$ cat src/rtl/sram_req_arbiter.sv
// Two-master (inst/data) to one-slave like-SRAM arbiter with in-order response routing.
// Optional macro ARB_ROUND_ROBIN_EN: round-robin between masters under contention (default: data wins).
//
// state         | meaning
// ST_FREE       | no pending unaccepted request; arbitrate freely
// ST_LOCK_INST  | inst request presented but not accepted; hold sel=inst while inst_req stays high
// ST_LOCK_DATA  | data request presented but not accepted; hold sel=data while data_req stays high
module sram_req_arbiter #(
    parameter int MAX_OUTSTANDING = 2
) (
    input  logic        clk,
    input  logic        reset,
    input  logic        inst_req,
    input  logic        inst_wr,
    input  logic [1:0]  inst_size,
    input  logic [3:0]  inst_wstrb,
    input  logic [31:0] inst_addr,
    input  logic [31:0] inst_wdata,
    output logic        inst_addr_ok,
    output logic        inst_data_ok,
    output logic [31:0] inst_rdata,
    input  logic        data_req,
    input  logic        data_wr,
    input  logic [1:0]  data_size,
    input  logic [3:0]  data_wstrb,
    input  logic [31:0] data_addr,
    input  logic [31:0] data_wdata,
    output logic        data_addr_ok,
    output logic        data_data_ok,
    output logic [31:0] data_rdata,
    output logic        mem_req,
    output logic        mem_wr,
    output logic [1:0]  mem_size,
    output logic [3:0]  mem_wstrb,
    output logic [31:0] mem_addr,
    output logic [31:0] mem_wdata,
    input  logic        mem_addr_ok,
    input  logic        mem_data_ok,
    input  logic [31:0] mem_rdata,
    output logic [2:0]  outstanding,
    output logic        arb_err
);

    typedef enum logic [1:0] {
        ST_FREE      = 2'd0,
        ST_LOCK_INST = 2'd1,
        ST_LOCK_DATA = 2'd2
    } lock_state_t;

    localparam logic [2:0] MAX_CNT  = 3'(MAX_OUTSTANDING);
    localparam logic [1:0] LAST_PTR = 2'(MAX_OUTSTANDING - 1);

    lock_state_t r_state;
    lock_state_t w_state_nxt;
    logic [3:0]  r_fifo;     // one requester ID per slot, 0=inst 1=data
    logic [1:0]  r_wptr;
    logic [1:0]  r_rptr;
    logic [2:0]  r_count;
    logic        r_err;
`ifdef ARB_ROUND_ROBIN_EN
    logic        r_rr;
`endif

    logic w_full;
    logic w_lock_hold;
    logic w_sel;
    logic w_push;
    logic w_pop;
    logic w_head;

    assign w_full      = (r_count == MAX_CNT);
    assign w_lock_hold = ((r_state == ST_LOCK_INST) & inst_req) |
                         ((r_state == ST_LOCK_DATA) & data_req);
    assign mem_req     = (inst_req | data_req) & ~w_full;

    always_comb begin
        w_sel = data_req;
`ifdef ARB_ROUND_ROBIN_EN
        if (inst_req & data_req) w_sel = r_rr;
`endif
        if (w_lock_hold) w_sel = (r_state == ST_LOCK_DATA);
    end

    // A dropped locked request falls through to ST_FREE and re-arbitrates above.
    always_comb begin
        w_state_nxt = ST_FREE;
        if (mem_req & ~mem_addr_ok) w_state_nxt = w_sel ? ST_LOCK_DATA : ST_LOCK_INST;
    end

    assign mem_wr    = w_sel ? data_wr    : inst_wr;
    assign mem_size  = w_sel ? data_size  : inst_size;
    assign mem_wstrb = w_sel ? data_wstrb : inst_wstrb;
    assign mem_addr  = w_sel ? data_addr  : inst_addr;
    assign mem_wdata = w_sel ? data_wdata : inst_wdata;

    assign w_push       = mem_req & mem_addr_ok;
    assign w_pop        = mem_data_ok & (r_count != 3'd0);
    assign w_head       = r_fifo[r_rptr];
    assign inst_addr_ok = w_push & ~w_sel;
    assign data_addr_ok = w_push & w_sel;
    assign inst_data_ok = w_pop & ~w_head;
    assign data_data_ok = w_pop & w_head;
    assign inst_rdata   = mem_rdata;
    assign data_rdata   = mem_rdata;
    assign outstanding  = r_count;
    assign arb_err      = r_err;

    always_ff @(posedge clk) begin
        if (reset) begin
            r_state <= ST_FREE;
            r_fifo  <= 4'd0;
            r_wptr  <= 2'd0;
            r_rptr  <= 2'd0;
            r_count <= 3'd0;
            r_err   <= 1'b0;
`ifdef ARB_ROUND_ROBIN_EN
            r_rr    <= 1'b0;
`endif
        end else begin
            r_state <= w_state_nxt;
            if (w_push) begin
                r_fifo[r_wptr] <= w_sel;
                r_wptr         <= (r_wptr == LAST_PTR) ? 2'd0 : r_wptr + 2'd1;
            end
            if (w_pop) r_rptr <= (r_rptr == LAST_PTR) ? 2'd0 : r_rptr + 2'd1;
            case ({w_push, w_pop})
                2'b10:   r_count <= r_count + 3'd1;
                2'b01:   r_count <= r_count - 3'd1;
                default: r_count <= r_count;
            endcase
            if (mem_data_ok & (r_count == 3'd0)) r_err <= 1'b1;
`ifdef ARB_ROUND_ROBIN_EN
            if (w_push & (w_sel == r_rr)) r_rr <= ~r_rr;
`endif
        end
    end

endmodule
$ cat config.mk
export PLATFORM = sky130hd
export DESIGN_NAME = sram_req_arbiter
export DESIGN_NICKNAME = d
export VERILOG_FILES = /design/src/rtl/sram_req_arbiter.sv
export SDC_FILE = /design/constraint.sdc
export NUM_CORES = 1
export LEC_CHECK = 0
export CAP_MARGIN = 20
export CORE_AREA = 2 2 125 127
export DETAILED_ROUTE_END_ITERATION = 12
export DIE_AREA = 0 0 127 129
export MAX_ROUTING_LAYER = met4
export SLEW_MARGIN = 5
export SYNTH_ARGS = -nofsm -noshare
export SYNTH_HDL_FRONTEND = slang
export SYNTH_SLANG_ARGS = --single-unit
$ cat constraint.sdc
create_clock -name clk -period 6.4 [get_ports clk]
set_clock_uncertainty 0.15 [all_clocks]
set_input_delay 0.64 -clock clk [delete_from_list [all_inputs] [get_ports clk]]
set_output_delay 0.64 -clock clk [all_outputs]
set_load 0.03 [all_outputs]
==> results.md <==
- R2r endpoint: outstanding[2]
- Synth warn: 0
- Chip Width: 127 um
- Violation count after the first detailed-route iteration: 60
- Worst setup EP type: output port
- Final hold slack: ~0.3 ns
- Vias per cell: about 3.7
- Total power: around 0.00073 W
- Critical setup path kind: input pin to output port
- Hold Path Origin: r_rptr[1]
- Pre-CTS setup slack: 2.35 ns
- Sink Count: 14
- Die height: 129 um
- Pwr/cell area: 180 mW/mm^2
- Total CTS buffers: 3
- Placed cell areas: 0.00398 mm^2
- Synth area leaders: mux2_2, buf_4, dfxtp_1
- Clock buffer depth: 2
- Net count after synthesis: 398
- Maximum vdd drop: 0.146 mV
- Vias in the first global route: 2212
- TNS Setup: 0 ns
- Final Max Slew Viols: 0
- DR pass1 iterations: 4
- Routed len/inst: 19.3 um
- TritonCTS clock tree: built
- Top-count cell post-synth: mux2_2
- Relative slew slack: a little over a third
- Post-synthesis sequential area ratio: 13.8%
- Clock Latency Late Sink: 0.24 ns
- Period Utilization, post-route: 63.3%
- FMAX: 0.247 GHz
- Hold depth: 2
- DP HPWL: 9280 um
- Pleak: 1.48 nW
- Finished Cell Area: 0.00408 mm^2
- Final Hold Fails: 0
- Total of max-cap violations: 0
- Top cell type's share of synthesized area: 39.3%
- Final nets: 557
- Final min period: 4.05 ns
- Synth top cells by count: mux2_2, buf_4, dfxtp_1
- # fillers: 1562
- Largest net degree at the start of global routing: 76
- FF-to-FF Start: outstanding[1]
- Post-Syn Area: 0.00204 mm^2
- DRT antenna net count: 0
- Worst hold endpoint: r_rptr[1]
- Share of cells above drive strength 1: roughly a fifth
- CP required: approximately 5.6 ns
- Final WL: 10900 um
- Hold crit path type: register to register
- First-pass GRT wire length: roughly 14000 um
- CORE AREA: 0.0150 mm^2
- DRC errors left: 0
- Clk root buf: clkbuf_16
- Cell taking the most area after synthesis: mux2_2
- Post-synth EDFFs: 0
- H-tree levels: 1
- Row count: 45
- Syn avg cell area: 9.43 um^2
- Actual slew at the worst max-slew pin: 0.964 ns
- I/O pins: 324
- Total GRT Usage: 12.1%
- RSZ-0062 raised after global routing: no
- Die area: between 0.015 and 0.02 mm^2
- Vias: 2112
- Worst Path Arrival: 3.26 ns
- Critical path fanouts, max: 75
- Cts repair resizes: 0
- # hold bufs at CTS: 0
- Area Growth Syn to Fin: 100%
- Worst R2R Path Depth: 8
- Ys async rst share: 0%
- Clock-pin transition on the worst setup and hold timing paths: 0.05 ns
- FF+latch count, synth: 14
- Initial Util: 13.6%
- IO Port Bufs: 227
- Nature of the critical path startpoint: input pin
- Synth cell types: 32
- Post-Synthesis Cells: roughly 220
- Status: complete, no violations
- Initial antenna violation count: 2
- GPL Wtd Cong: 0.798
- Flop-to-flop setup slack: 3.79 ns
- Global route overflow: 0
- Most common flop cell mapped by yosys: dfxtp_1
- PnR worst setup slack: 2.35 ns
- Setup violators final: 0
- Setup bufs post-CTS: 0
cells by family (layout without fill, tap and decap cells):
kind of cell    count (synthesis)  after routing  share of synthesized area (%)
xor+xnor                        3              3                           1.29
simple gates                   27             27                           7.06
mux                            76             76                           42.3
buf+inv                        81            239                           29.6
compound gates                 13             13                           4.36
fa+ha+maj                       2              2                           1.60
flops                          14             14                           13.8
other cells                     0              2                              0
critical path: stages:
cell	delay, ns
clkdlybuf4s50_1	0.50
nand2_1	0.12
o21ai_4	0.13
buf_4	0.70
mux2_2	0.45
clkdlybuf4s50_1	0.61
power by group:
| part | switching, W | internal, W | total [W] |
|---|---|---|---|
| Clock | 0.0000362 | 0.0000947 | 0.000131 |
| Combinational | 0.000234 | 0.000244 | 0.000478 |
| Sequential | 0.0000191 | 0.000104 | 0.000123 |
flip-flops by register name, indices dropped and copies added (netlist names):
register and flops:
arb_err 1, outstanding 3, r_fifo 4, r_rptr 2, r_state 2, r_wptr 2
routing by layer:
metal | vias up | global-route usage (%) | part of all wire, %
met5 | - | - | 0
met4 | 0 | 1.75 | 0.60
met3 | 10 | 4.57 | 11
met2 | 151 | 19.0 | 46
met1 | 948 | 15.1 | 42
li1 | 1003 | - | -
how the worst max path moves through the flow:
stage / start / to / slack [ns] / depth (start not counted)
CTS: inst_req / mem_addr[11] / 2.35 / 6
floorplan: outstanding[1] / outstanding[2] / 3.86 / 9
global route: inst_req / mem_addr[12] / 2.23 / 6
finish: inst_req / mem_addr[30] / 2.35 / 6
global placement: inst_req / mem_addr[12] / 2.39 / 6
detailed placement: inst_req / mem_addr[12] / 2.35 / 6
layout by cell type, fill, tap and decap left out, types with 2 or more instances in the layout:
cell             count
clkdlybuf4s50_1    227
mux2_2              71
dfxtp_1             14
nor2_1               8
inv_1                7
nand2_1              7
mux2i_1              4
a21oi_1              4
xor2_1               3
clkbuf_16            3
diode_2              2
o21ai_0              2
nor2b_1              2
nand4_1              2
through the flow:
step           utilization, %  instances
3_3_place_gp             26.6        558
4_1_cts                  27.2        562
6_report                 27.2        564
5_1_grt                  27.2        564
3_5_place_dp             26.6        558
2_1_floorplan               -        216
cell type report:
class | count | area, um^2 | area share, %
Timing Repair Buffer | 228 | 2280 | 55.9
Multi-Input combinational cell | 121 | 1160 | 28.5
Sequential cell | 14 | 280 | 6.88
Tap cell | 188 | 235 | 5.77
Clock buffer | 4 | 88.8 | 2.18
Inverter | 7 | 26.3 | 0.645
Antenna cell | 2 | 5.00 | 0.123
(Power assumes the default switching activity.)
